File: src/rtl/mgmt_stream_demux_pkg.sv
`default_nettype none
//==============================================================================
// Module   : mgmt_stream_demux_pkg
// Desc     : Shared constants and FSM encoding for the management stream demux.
// Revision : 1.0 - initial release
//==============================================================================
package mgmt_stream_demux_pkg;

    localparam int C_DST_PORT_POS = 24;
    localparam int C_DST_WIDTH    = 8;

    localparam logic [1:0] C_ST_IDLE = 2'd0;
    localparam logic [1:0] C_ST_FWD  = 2'd1;
    localparam logic [1:0] C_ST_DROP = 2'd2;

endpackage
`default_nettype wire

File: src/rtl/mgmt_stream_demux_fifo.sv
`default_nettype none
//==============================================================================
// Module   : fallthrough_small_fifo
// Desc     : Small first-word-fall-through FIFO; head word is valid whenever !empty.
// Revision : 1.0 - initial release
//==============================================================================
module fallthrough_small_fifo
    import mgmt_stream_demux_pkg::*;
#(
    parameter int WIDTH          = 8,
    parameter int MAX_DEPTH_BITS = 2
) (
    input  logic             clk,
    input  logic             rst,
    input  logic [WIDTH-1:0] din,
    input  logic             wr_en,
    input  logic             rd_en,
    output logic [WIDTH-1:0] dout,
    output logic             empty,
    output logic             nearly_full
);

    localparam int                      C_DEPTH_INT = 1 << MAX_DEPTH_BITS;
    localparam logic [MAX_DEPTH_BITS:0] C_DEPTH     = C_DEPTH_INT[MAX_DEPTH_BITS:0];

    logic [WIDTH-1:0]          r_mem [C_DEPTH_INT];
    logic [MAX_DEPTH_BITS-1:0] r_wr_ptr;
    logic [MAX_DEPTH_BITS-1:0] r_rd_ptr;
    logic [MAX_DEPTH_BITS:0]   r_count;
    logic                      w_wr;
    logic                      w_rd;

    assign w_wr        = wr_en && (r_count != C_DEPTH);
    assign w_rd        = rd_en && (r_count != '0);
    assign dout        = r_mem[r_rd_ptr];
    assign empty       = (r_count == '0);
    // One slot of slack so the upstream ready can stay a registered-state function.
    assign nearly_full = (r_count >= (C_DEPTH - (MAX_DEPTH_BITS+1)'(1)));

    always_ff @(posedge clk) begin
        if (w_wr) begin
            r_mem[r_wr_ptr] <= din;
        end
    end

    always_ff @(posedge clk or posedge rst) begin
        if (rst) begin
            r_wr_ptr <= '0;
            r_rd_ptr <= '0;
            r_count  <= '0;
        end else begin
            if (w_wr) begin
                r_wr_ptr <= r_wr_ptr + MAX_DEPTH_BITS'(1);
            end
            if (w_rd) begin
                r_rd_ptr <= r_rd_ptr + MAX_DEPTH_BITS'(1);
            end
            case ({w_wr, w_rd})
                2'b10:   r_count <= r_count + (MAX_DEPTH_BITS+1)'(1);
                2'b01:   r_count <= r_count - (MAX_DEPTH_BITS+1)'(1);
                default: r_count <= r_count;
            endcase
        end
    end

endmodule
`default_nettype wire

File: src/rtl/mgmt_stream_demux.sv
`default_nettype none
//==============================================================================
// Module   : mgmt_stream_demux
// Desc     : Routes each packet of one AXI4-Stream to port 0, port 1, both or none.
// Revision : 1.0 - initial release
//==============================================================================
module mgmt_stream_demux
    import mgmt_stream_demux_pkg::*;
#(
    parameter int C_M_AXIS_DATA_WIDTH  = 256,
    parameter int C_S_AXIS_DATA_WIDTH  = 256,
    parameter int C_M_AXIS_TUSER_WIDTH = 128,
    parameter int C_S_AXIS_TUSER_WIDTH = 128,
    parameter int DST_PORT_POS         = C_DST_PORT_POS,
    parameter int FIFO_DEPTH_BITS      = 2
) (
    input  logic                                axi_aclk,
    input  logic                                axi_areset,

    input  logic [C_S_AXIS_DATA_WIDTH-1:0]      s_axis_tdata,
    input  logic [C_S_AXIS_DATA_WIDTH/8-1:0]    s_axis_tstrb,
    input  logic [C_S_AXIS_TUSER_WIDTH-1:0]     s_axis_tuser,
    input  logic                                s_axis_tvalid,
    output logic                                s_axis_tready,
    input  logic                                s_axis_tlast,

    output logic [C_M_AXIS_DATA_WIDTH-1:0]      m_axis_tdata_0,
    output logic [C_M_AXIS_DATA_WIDTH/8-1:0]    m_axis_tstrb_0,
    output logic [C_M_AXIS_TUSER_WIDTH-1:0]     m_axis_tuser_0,
    output logic                                m_axis_tvalid_0,
    input  logic                                m_axis_tready_0,
    output logic                                m_axis_tlast_0,

    output logic [C_M_AXIS_DATA_WIDTH-1:0]      m_axis_tdata_1,
    output logic [C_M_AXIS_DATA_WIDTH/8-1:0]    m_axis_tstrb_1,
    output logic [C_M_AXIS_TUSER_WIDTH-1:0]     m_axis_tuser_1,
    output logic                                m_axis_tvalid_1,
    input  logic                                m_axis_tready_1,
    output logic                                m_axis_tlast_1,

    output logic [31:0]                         pkt_cnt_0,
    output logic [31:0]                         pkt_cnt_1,
    output logic [31:0]                         drop_cnt
);

    localparam int C_STRB_W = C_M_AXIS_DATA_WIDTH / 8;
    localparam int C_FIFO_W = 1 + C_M_AXIS_TUSER_WIDTH + C_STRB_W + C_M_AXIS_DATA_WIDTH;

    logic [C_FIFO_W-1:0]             w_fifo_din;
    logic [C_FIFO_W-1:0]             w_fifo_dout;
    logic                            w_fifo_empty;
    logic                            w_fifo_nearly_full;
    logic                            w_fifo_wr;

    logic                            w_head_valid;
    logic                            w_head_last;
    logic [C_M_AXIS_TUSER_WIDTH-1:0] w_head_user;
    logic [C_STRB_W-1:0]             w_head_strb;
    logic [C_M_AXIS_DATA_WIDTH-1:0]  w_head_data;

    logic [1:0]                      r_state;
    logic [1:0]                      r_sel;
    logic [1:0]                      r_sent;
    logic [31:0]                     r_pkt_cnt_0;
    logic [31:0]                     r_pkt_cnt_1;
    logic [31:0]                     r_drop_cnt;

    logic                            w_idle;
    logic [1:0]                      w_sel;
    logic                            w_fwd;
    logic                            w_drop;
    logic [1:0]                      w_tvalid;
    logic [1:0]                      w_xfer;
    logic [1:0]                      w_done;
    logic                            w_pop;

    assign s_axis_tready = !w_fifo_nearly_full && !axi_areset;
    assign w_fifo_wr     = s_axis_tvalid && s_axis_tready;
    assign w_fifo_din    = {s_axis_tlast, s_axis_tuser, s_axis_tstrb, s_axis_tdata};

    fallthrough_small_fifo #(
        .WIDTH          (C_FIFO_W),
        .MAX_DEPTH_BITS (FIFO_DEPTH_BITS)
    ) u_in_fifo (
        .clk         (axi_aclk),
        .rst         (axi_areset),
        .din         (w_fifo_din),
        .wr_en       (w_fifo_wr),
        .rd_en       (w_pop),
        .dout        (w_fifo_dout),
        .empty       (w_fifo_empty),
        .nearly_full (w_fifo_nearly_full)
    );

    assign w_head_valid = !w_fifo_empty;
    assign {w_head_last, w_head_user, w_head_strb, w_head_data} = w_fifo_dout;

    // A first beat is decided in the same cycle it reaches the head, so sel comes
    // straight from the head while idle and from the latched copy afterwards.
    always_comb begin
        w_idle   = (r_state == C_ST_IDLE);
        w_sel    = w_idle ? w_head_user[DST_PORT_POS +: 2] : r_sel;
        w_fwd    = w_head_valid && ((r_state == C_ST_FWD)  || (w_idle && (w_sel != 2'b00)));
        w_drop   = w_head_valid && ((r_state == C_ST_DROP) || (w_idle && (w_sel == 2'b00)));
        w_tvalid = {2{w_fwd}} & w_sel & ~r_sent;
        w_xfer   = w_tvalid & {m_axis_tready_1, m_axis_tready_0};
        w_done   = ~w_sel | r_sent | w_xfer;
        w_pop    = (w_fwd && (&w_done)) || w_drop;
    end

    always_ff @(posedge axi_aclk or posedge axi_areset) begin
        if (axi_areset) begin
            r_state     <= C_ST_IDLE;
            r_sel       <= 2'b00;
            r_sent      <= 2'b00;
            r_pkt_cnt_0 <= 32'd0;
            r_pkt_cnt_1 <= 32'd0;
            r_drop_cnt  <= 32'd0;
        end else begin
            if (w_idle && w_head_valid) begin
                r_sel <= w_sel;
            end

            if (w_pop) begin
                r_sent <= 2'b00;
            end else begin
                r_sent <= r_sent | w_xfer;
            end

            if (w_pop && w_head_last) begin
                r_state <= C_ST_IDLE;
            end else if (w_fwd) begin
                r_state <= C_ST_FWD;
            end else if (w_drop) begin
                r_state <= C_ST_DROP;
            end

            if (w_pop && w_head_last && w_fwd && w_sel[0]) begin
                r_pkt_cnt_0 <= r_pkt_cnt_0 + 32'd1;
            end
            if (w_pop && w_head_last && w_fwd && w_sel[1]) begin
                r_pkt_cnt_1 <= r_pkt_cnt_1 + 32'd1;
            end
            if (w_pop && w_head_last && w_drop) begin
                r_drop_cnt <= r_drop_cnt + 32'd1;
            end
        end
    end

    assign m_axis_tdata_0  = w_head_data;
    assign m_axis_tstrb_0  = w_head_strb;
    assign m_axis_tuser_0  = w_head_user;
    assign m_axis_tlast_0  = w_head_last;
    assign m_axis_tvalid_0 = w_tvalid[0];

    assign m_axis_tdata_1  = w_head_data;
    assign m_axis_tstrb_1  = w_head_strb;
    assign m_axis_tuser_1  = w_head_user;
    assign m_axis_tlast_1  = w_head_last;
    assign m_axis_tvalid_1 = w_tvalid[1];

    assign pkt_cnt_0 = r_pkt_cnt_0;
    assign pkt_cnt_1 = r_pkt_cnt_1;
    assign drop_cnt  = r_drop_cnt;

endmodule
`default_nettype wire

File: config.mk
export PLATFORM = sky130hd
export DESIGN_NAME = mgmt_stream_demux
export DESIGN_NICKNAME = d
export VERILOG_FILES = /design/src/rtl/mgmt_stream_demux_pkg.sv /design/src/rtl/mgmt_stream_demux_fifo.sv /design/src/rtl/mgmt_stream_demux.sv
export SDC_FILE = /design/constraint.sdc
export NUM_CORES = 1
export LEC_CHECK = 0
export CORE_AREA = 2 2 535 537
export DETAILED_ROUTE_END_ITERATION = 6
export DIE_AREA = 0 0 537 539
export HOLD_SLACK_MARGIN = 0.15
export PLACE_DENSITY_LB_ADDON = 0.12
export SYNTH_ARGS = -nofsm -noshare
export SYNTH_HDL_FRONTEND = slang
export SYNTH_HIERARCHICAL = 1
export SYNTH_SLANG_ARGS = --single-unit
File: constraint.sdc
create_clock -name axi_aclk -period 17.43 [get_ports axi_aclk]
set_clock_uncertainty 0.05 [all_clocks]
set_input_delay 2.6145 -clock axi_aclk [delete_from_list [all_inputs] [get_ports axi_aclk]]
set_output_delay 2.6145 -clock axi_aclk [all_outputs]
set_load 0.01 [all_outputs]
* Word level (Yosys, flattened, before mapping)
Memory sizes are Yosys's and may differ from the RTL's.
Cells that the tools add are included.
W data, S select, Z words.
** Word-level totals
- Register bits :: 109
- Bits in writable memories :: 1668
- Bits of input ports :: 422
- Output and inout bits :: 933
- Memories :: 1
** Memories
- u_in_fifo.r_mem :: depth 4, width 417, read ports 1, clocked after memory_dff 0, write ports 1, line mgmt_stream_demux_fifo.sv:26 : logic [WIDTH-1:0] r_mem [C_DEPTH_INT];
** Operators by class
- Add/sub/neg operators :: 7
- $lt $le $gt $ge :: 1
- Equal/unequal tests :: 5
- Mux-type cells :: 8
- Bitwise logic cells :: 8
- Reduce and logical (&&, ||, !) cells :: 29
** Operators with widths (number)
- $add A32 B1 Y32 const B :: 3
- $logic_and A1 B1 Y1 :: 15
- $mux W2 :: 5
- $and A2 B2 Y2 :: 3
- $or A2 B2 Y2 :: 3
- $pmux W3 S2 :: 1
- $reduce_bool A3 Y1 :: 2
- $add A2 B1 Y2 const B :: 2
- $eq A2 B1 Y1 const B :: 2
- $eq A2 B2 Y1 const B :: 2
- $logic_not A2 Y1 :: 2
- $not A2 Y2 :: 2
- $reduce_bool A2 Y1 :: 2
- $add A3 B1 Y3 const B :: 1
- $ge A3 B2 Y1 const B :: 1
- $logic_not A1 Y1 :: 3
- $logic_not A3 Y1 :: 1
- $logic_or A1 B1 Y1 :: 3
- $ne A3 B3 Y1 const B :: 1
- $sub A3 B1 Y3 const B :: 1
- $mux W1 :: 2
- $reduce_and A2 Y1 :: 1

* Logic depth before layout (Yosys ltp)
Gate-level depths: netlist of the first run.
- Depth in word-level cells :: 16
- Depth in mapped cells :: 16
- Mapped depth without buffers :: 12

* By module
Netlist of the first run, hierarchy kept.
** By module, submodules not included
- fallthrough_small_fifo :: instances 1, cells an instance 2217, area each 61043.5 um2, sequential area each 50263.2 um2
- mgmt_stream_demux :: instances 1, cells an instance 872, area each 8020.2 um2, sequential area each 2552.4 um2

* Worst setup path before layout of the first run
No wires, ideal clock.
- Path kind :: input port to flip-flop
- Start :: in axi_areset
- End :: mem u_in_fifo/r_mem[0][0] (netlist bit) (enable)
- Library setup time :: 0.834 ns
- Arrival :: 12.805 ns
- Slack :: 3.741 ns
- Stages on the path :: 5
- Path through :: nor2_1 and2_1 inv_1 a31oi_1 and2_1
** On the way
- Word-level cells in the longest chain between the ends :: 6
** RTL lines
- start: declaration :: line mgmt_stream_demux.sv:18 : input logic axi_areset,
- $logic_not A1 Y1 (no line)
- $logic_and A1 B1 Y1 :: line mgmt_stream_demux.sv:77 : assign s_axis_tready = !w_fifo_nearly_full && !axi_areset;
- $logic_and A1 B1 Y1 :: line mgmt_stream_demux.sv:78 : assign w_fifo_wr = s_axis_tvalid && s_axis_tready;
- net w_fifo_wr :: line mgmt_stream_demux.sv:53 : logic w_fifo_wr;
- $logic_and A1 B1 Y1 :: line mgmt_stream_demux_fifo.sv:33 : assign w_wr = wr_en && (r_count != C_DEPTH);
- $mux W1 :: line mgmt_stream_demux_fifo.sv:41 : if (w_wr) begin
- $mux W1 (implied by the code) :: line mgmt_stream_demux_fifo.sv:42 : r_mem[r_wr_ptr] <= din;
- end: declaration :: line mgmt_stream_demux_fifo.sv:26
The timed path passes the listed nets, and every way through them passes these cells.

* Worst setup path in the final report of the first run
- Start :: reg u_in_fifo.r_rd_ptr[1]
- End :: out m_axis_tdata_0[8]
** On the way
- Word-level cells in the longest chain between the ends :: 1
** RTL lines
- start: declaration :: line mgmt_stream_demux_fifo.sv:28 : logic [MAX_DEPTH_BITS-1:0] r_rd_ptr;
- start signal: assignment :: line mgmt_stream_demux_fifo.sv:56 : r_rd_ptr <= r_rd_ptr + MAX_DEPTH_BITS'(1);
- $mem_v2 Z4 W417
- end: declaration :: line mgmt_stream_demux.sv:27 : output logic [C_M_AXIS_DATA_WIDTH-1:0] m_axis_tdata_0,
Every way passes these cells.

==> reports/qor.yml, run 1 <==
setup_path:
  critPathRequiredTime_ns: 14.77
  path_cells: "buf_4 -> buf_4 -> buf_12 -> mux4_2 -> clkdlybuf4s50_1"
  r2r_slack_ns: 11.93
  path_max_fanout: 117
  crit_top_cell: "buf_4"
  start_kind: "flop"
  cp-end-kind: "output pin"
  crit_path_top_delay_cell: "dfrtp_4"
  worstPathArrival_ns: 5.54
  cpPeakStageDelay_ns: 0.95
  reg2reg_from: "u_in_fifo/r_count[2]$_DFFE_PP0P_"
  rr_endpoint: "u_in_fifo/r_mem[3][358]$_DFFE_PP_"
  rr_worst_depth: 9
  worstSetupPathType: "flop to output pin"
cells_and_area:
  stdcell_area_um2: 89700
  finalNetCount: 4605
  finalNonFillerCells: 8114
  drive_gt1_share_pct: 17.5
  areaGrowthSynthToFinish_pct: 29.9
  fin_util_pct: 31.6
drt:
  ant_nets: 0
  drt-met1-wl_um: 85600
  wirelength_um: 211000
  route.detailed.drc: 0
  vias: 34033
  viasPerCell: 4.19
  dr.max_layer_used: "met5"
  wl_met2_um: 102000
  wire_per_inst_um: 26.0
  wl_met3_um: 16100
  drt-pass1-iter-count: 5
  first_iter_violations: 2026
sta:
  fin_setup_tns_ns: 0
  hold-worst-slack_ns: 0.428
  slew_headroom_pct: 19.9
  fin_ws_ns: 9.23
  rsz0062_at_grt: "no"
  hold_viol: 0
  slew_viol_final: 0
  period_minus_slack_ns: 8.20
  fmax_ghz: 0.122
  worst_pin_slew_ns: 1.20
  timing.final.crit_share_pct: 47.1
  setup_violations: 0
cts:
  cts_buffers: 204
  cts_num_sinks: 1777
  cts_resized: 0
  cts_hold_buf: 0
  cts_buffer_depth: 4
  post_cts_buffers: 0
  insertion_delay_ns: 0.83
  cts_tree: "built"
  path_clk_slew_ns: 0.06
  root_buffer: "clkbuf_16"
  htree_num_levels: 4
synthesis:
  syn_avg_cell_area_um2: 22.4
  yosys_most_used_dff: "edfxtp_1"
  synth_area_leaders: "edfxtp_1 73%, mux4_2 14%, buf_4 4.5%, dfrtp_1 3.9%, buf_12 1.3%"
  synth.largest_area_cell: "edfxtp_1"
  syn-num-nets: 3520
  synth_edf_count: 1668
  synth.yosys.seq_area_share_pct: 76.5
  ys_ff_latch: 1777
  synth.distinct_cells: 52
  yosysTopAreaCellShare_pct: 72.5
  syn_area_um2: 69100
  syn_inst: 3089
  async_flop_share_pct: 6.13
  yosys_warnings: 6
grt:
  gr-total-overflow: 0
  antenna_found_initial: 86
  grtUsageTotal_pct: 14.1
  grt_max_degree: 125
  grt_pass1_wl_um: 290000
  grt_pass1_vias: 35190
hold_path:
  hold_depth: 1
  hold_class: "flop to flop"
  min_from: "drop_cnt[31]$_DFFE_PP0P_"
  min_to: "drop_cnt[31]$_DFFE_PP0P_"
power:
  power_mw: 14.8
  powerDensity_nw_per_um2: 165
  ir_drop_mv: 0.123
  power_leakage_nw: 28.7
die:
  coreArea_um2: 284000
  start_util_pct: 24.3
  dieWidth_um: 537
  io_pins: 1355
  dieArea_um2: 289000
  rows: 196
  die_h_um: 539
placed_design:
  hpwl_um: 145000
  dp_slack_ns: 9.33
  io_buffers: 1354
  dp_cells: 7730
  gp_congestion: 0.757
  place_area_um2: 83400
job:
  maxCapViolCount: 0
status:
  status: "finished, final reports clean"
-- kinds of logic after synthesis --
group	Yosys count	share of synthesized area, %
flip-flops	1777	76.5
buffers and inverters	536	6.36
multiplexers	425	13.7
AND/OR/NAND/NOR	222	1.77
XOR/XNOR	99	1.26
AO/OA/AOI/OAI	21	0.241
adder cells (fa/ha/maj)	9	0.174
-- critical path, delay by kind of cell, from the launching register on --
family | cells | cell delay, ns
multiplexers | 1 | 0.41
flip-flops | 1 | 0.95
buffers and inverters | 4 | 2.91
-- report_power, final --
part / leakage (nW) / total, mW / switching (mW) / internal [mW]
combinational: 9.21 / 5.68 / 2.79 / 2.89
sequential: 16.4 / 5.14 / 0.149 / 4.99
clock: 3.02 / 3.99 / 1.71 / 2.28
total: 28.7 / 14.8 / 4.65 / 10.2
-- flip-flops by register name, summed over array words and instances (netlist names), 3 cells and up --
signal / cells
drop_cnt: 32
u_in_fifo/r_count: 3
pkt_cnt_1: 32
pkt_cnt_0: 32
u_in_fifo/r_mem: 1668
-- worst max path at each step --
stage               slack [ns]                           endpoint  depth (start not counted)                         startpoint
floorplan                 3.74    u_in_fifo/r_mem[0][0]$_DFFE_PP_                          5                         axi_areset
global placement          9.29  u_in_fifo/r_mem[3][358]$_DFFE_PP_                          9                         axi_areset
detailed placement        9.33  u_in_fifo/r_mem[3][307]$_DFFE_PP_                          9                         axi_areset
CTS                       9.00                m_axis_tuser_1[100]                          5  u_in_fifo/r_rd_ptr[1]$_DFFE_PP0P_
global route              8.94                m_axis_tuser_1[100]                          5  u_in_fifo/r_rd_ptr[1]$_DFFE_PP0P_
finish                    9.23                  m_axis_tdata_0[8]                          5  u_in_fifo/r_rd_ptr[1]$_DFFE_PP0P_
-- per-layer routing --
metal	track usage [%]	vias up
met1	17.5	17963
met4	4.04	82
li1	-	14398
met3	4.46	367
met5	0	-
met2	23.5	1223
-- cell usage after synthesis (25+ instances only) --
library cell / number
edfxtp_1: 1668
buf_4: 418
mux4_2: 417
dfrtp_1: 109
xor2_1: 57
buf_2: 47
nand2_1: 45
buf_12: 44
xnor2_1: 42
nand3_1: 32
nor2_1: 29
nor3_1: 25
-- placed cells by master (no fill, tap or decap), drive strengths merged, types with 30 or more instances in the layout --
cell type / count
clkbuf: 258
buf: 41
nor2: 30
xnor2: 42
nand2: 46
xor2: 57
nand3: 32
clkdlybuf4s50: 1354
mux4: 417
edfxtp: 1668
dfrtp: 109
clkinv: 85
-- area by class of cell --
| class | count | area [um^2] |
|---|---|---|
| diodes | 22 | 55.1 |
| clock buffers | 258 | 5370 |
| well taps | 3762 | 4710 |
| fillers | 27195 | 194000 |
| flip-flops and latches | 1777 | 52800 |
| multi-input cells | 776 | 11900 |
| clock inverters | 104 | 812 |
| inverters | 20 | 77.6 |
| repair buffers | 1395 | 14000 |
(Power assumes the default switching activity.)
==> run 2, diff against run 1 <==
CORE_AREA = 2 2 523 525   (was 2 2 535 537)
DIE_AREA = 0 0 525 527   (was 0 0 537 539)
clock period = 7.8 ns   (was 17.43 ns; I/O delays follow)
==> reports/qor.yml, run 2 (synthesized netlist as in run 1, its figures left out) <==
sta:
  hold_viol: 0
  slew_viol_final: 0
  slew_headroom_pct: 35.4
  period_minus_slack_ns: 5.04
  rsz0062_at_grt: "no"
  timing.final.crit_share_pct: 64.6
  fin_setup_tns_ns: 0
  worst_pin_slew_ns: 0.961
  setup_violations: 0
  fmax_ghz: 0.198
power:
  p_clk_share_pct: 26.8
  powerDensity_nw_per_um2: 369
  ir_drop_mv: 0.223
  pwr-share-seq_pct: 34.6
  p_comb_share_pct: 38.6
  power_switching_mw: 10.5
  power_mw: 33.2
  p_int_mw: 22.7
  power_leakage_nw: 28.9
  switching_share_pct: 31.6
drt:
  ant_nets: 0
  viasPerCell: 4.24
  first_iter_violations: 2223
  route.detailed.drc: 0
  drt-pass1-iter-count: 5
  vias: 33792
  wire_per_inst_um: 26.3
  wirelength_um: 210000
setup_path:
  crit_path_top_delay_cell: "dfrtp_4"
  cp-end-kind: "output pin"
  cpPeakStageDelay_ns: 0.92
  start_kind: "flop"
  critPathRequiredTime_ns: 6.58
  path_cells: "buf_12 -> mux4_2 -> clkdlybuf4s50_1"
  path_max_fanout: 82
  critical_path_buf_inv_count: 2
  worstPathArrival_ns: 3.82
  worstSetupPathType: "flop to output pin"
  path_delay_family: "buffers and inverters"
grt:
  grt_pass1_vias: 35052
  gr-total-overflow: 0
  grtUsageTotal_pct: 14.7
  antenna_found_initial: 73
  grt_pass1_wl_um: 288000
  grt_max_degree: 90
cts:
  cts_resized: 0
  path_clk_slew_ns: 0.06
  insertion_delay_ns: 0.84
  cts_buffer_depth: 3
  cts_hold_buf: 0
  post_cts_buffers: 0
  root_buffer: "clkbuf_16"
  cts_tree: "built"
  htree_num_levels: 4
  cts_buffers: 195
  cts_num_sinks: 1777
hold_path:
  hold_class: "flop to flop"
die:
  coreArea_um2: 272000
  dieWidth_um: 525
  dieArea_um2: 277000
  rows: 192
  io_pins: 1355
  start_util_pct: 25.4
  die_h_um: 527
placed_design:
  gp_congestion: 0.752
  io_buffers: 1354
  hpwl_um: 146000
cells_and_area:
  largest_reg_flops: 1668
  seq_area_um2: 52800
  layout_commonest_cell: "edfxtp_1"
  drive_gt1_share_pct: 18.0
  finalNetCount: 4625
  final_cell_mix: "1668 x edfxtp_1, 1354 x clkdlybuf4s50_1, 417 x mux4_2"
  fill_cells: 25751
  regMostFlops: "u_in_fifo/r_mem"
  multiInputGateArea_um2: 11900
  areaGrowthSynthToFinish_pct: 30.1
job:
  maxCapViolCount: 0
status:
  status: "finished, final reports clean"
## run 2: cell count changes in the layout (fill, tap and decap cells not counted), sizes merged
cell / previous run / this run
clkinv: 85 / 104
diode: 22 / 14
inv: 26 / 25
clkinvlp: 6 / 9
buf: 41 / 70
bufinv: 7 / 11
clkbuf: 258 / 238
## run 2: worst paths after layout
kind,from,to,slack (ns),cells past startpoint
worst max-delay path,u_in_fifo/r_rd_ptr[0]$_DFFE_PP0P_,m_axis_tuser_1[73],2.76,3
worst max register to register,u_in_fifo/r_rd_ptr[0]$_DFFE_PP0P_,u_in_fifo/r_count[2]$_DFFE_PP0P_,3.57,12
min in group asynchronous,axi_areset,u_in_fifo/r_count[1]$_DFFE_PP0P_,0.84,2
max in group asynchronous,axi_areset,pkt_cnt_1[10]$_DFFE_PP0P_,5.60,3
worst min register to register,drop_cnt[31]$_DFFE_PP0P_,drop_cnt[31]$_DFFE_PP0P_,0.43,1
worst min-delay path,drop_cnt[31]$_DFFE_PP0P_,drop_cnt[31]$_DFFE_PP0P_,0.43,1
## run 2: final cells by class
class | instances | area share [%]
multi-input combinational | 776 | 13.2
sequential | 1777 | 58.8
clock buffer | 238 | 5.62
antenna | 14 | 0.0390
tap | 3589 | 5.00
timing repair buffer | 1424 | 15.9
clock inverter | 129 | 1.33
inverter | 20 | 0.0863
## run 2: power by group through the flow
| stage | registers (mW) | logic [mW] | clock network (mW) |
|---|---|---|---|
| 5_1_grt | 11.5 | 13.5 | 9.56 |
| 3_3_place_gp | 11.7 | 13.2 | 0 |
| 4_1_cts | 11.5 | 13.2 | 9.21 |
| 2_1_floorplan | 11.7 | 7.57 | 0 |
| 6_report | 11.5 | 12.8 | 8.88 |
| 3_5_place_dp | 11.7 | 13.1 | 0 |
## run 2: metrics by stage
stage | hold WS, ns | setup WS (ns) | cell area, um^2 | util (%) | std cells
final | 0.430 | 2.76 | 89900 | 33.1 | 7967
after global routing | 0.456 | 2.48 | 89800 | 33.1 | 7954
after CTS | 0.429 | 2.53 | 89800 | 33.1 | 7953
after detailed placement | 0.418 | 2.80 | 83600 | 30.8 | 7586
after global placement | 0.418 | 2.74 | 83600 | 30.8 | 7586
after floorplan | 0.436 | -4.44 | 69100 | - | 3089
## run 2: metal layers
metal	vias to the layer above	wire length [um]	part of all wire [%]	track usage, %
met2	1183	102000	49	24.6
met4	74	5170	2.5	3.93
met5	-	500	0.24	0
met3	323	14600	7.0	4.29
met1	17810	87200	42	18.6
li1	14402	-	-	-
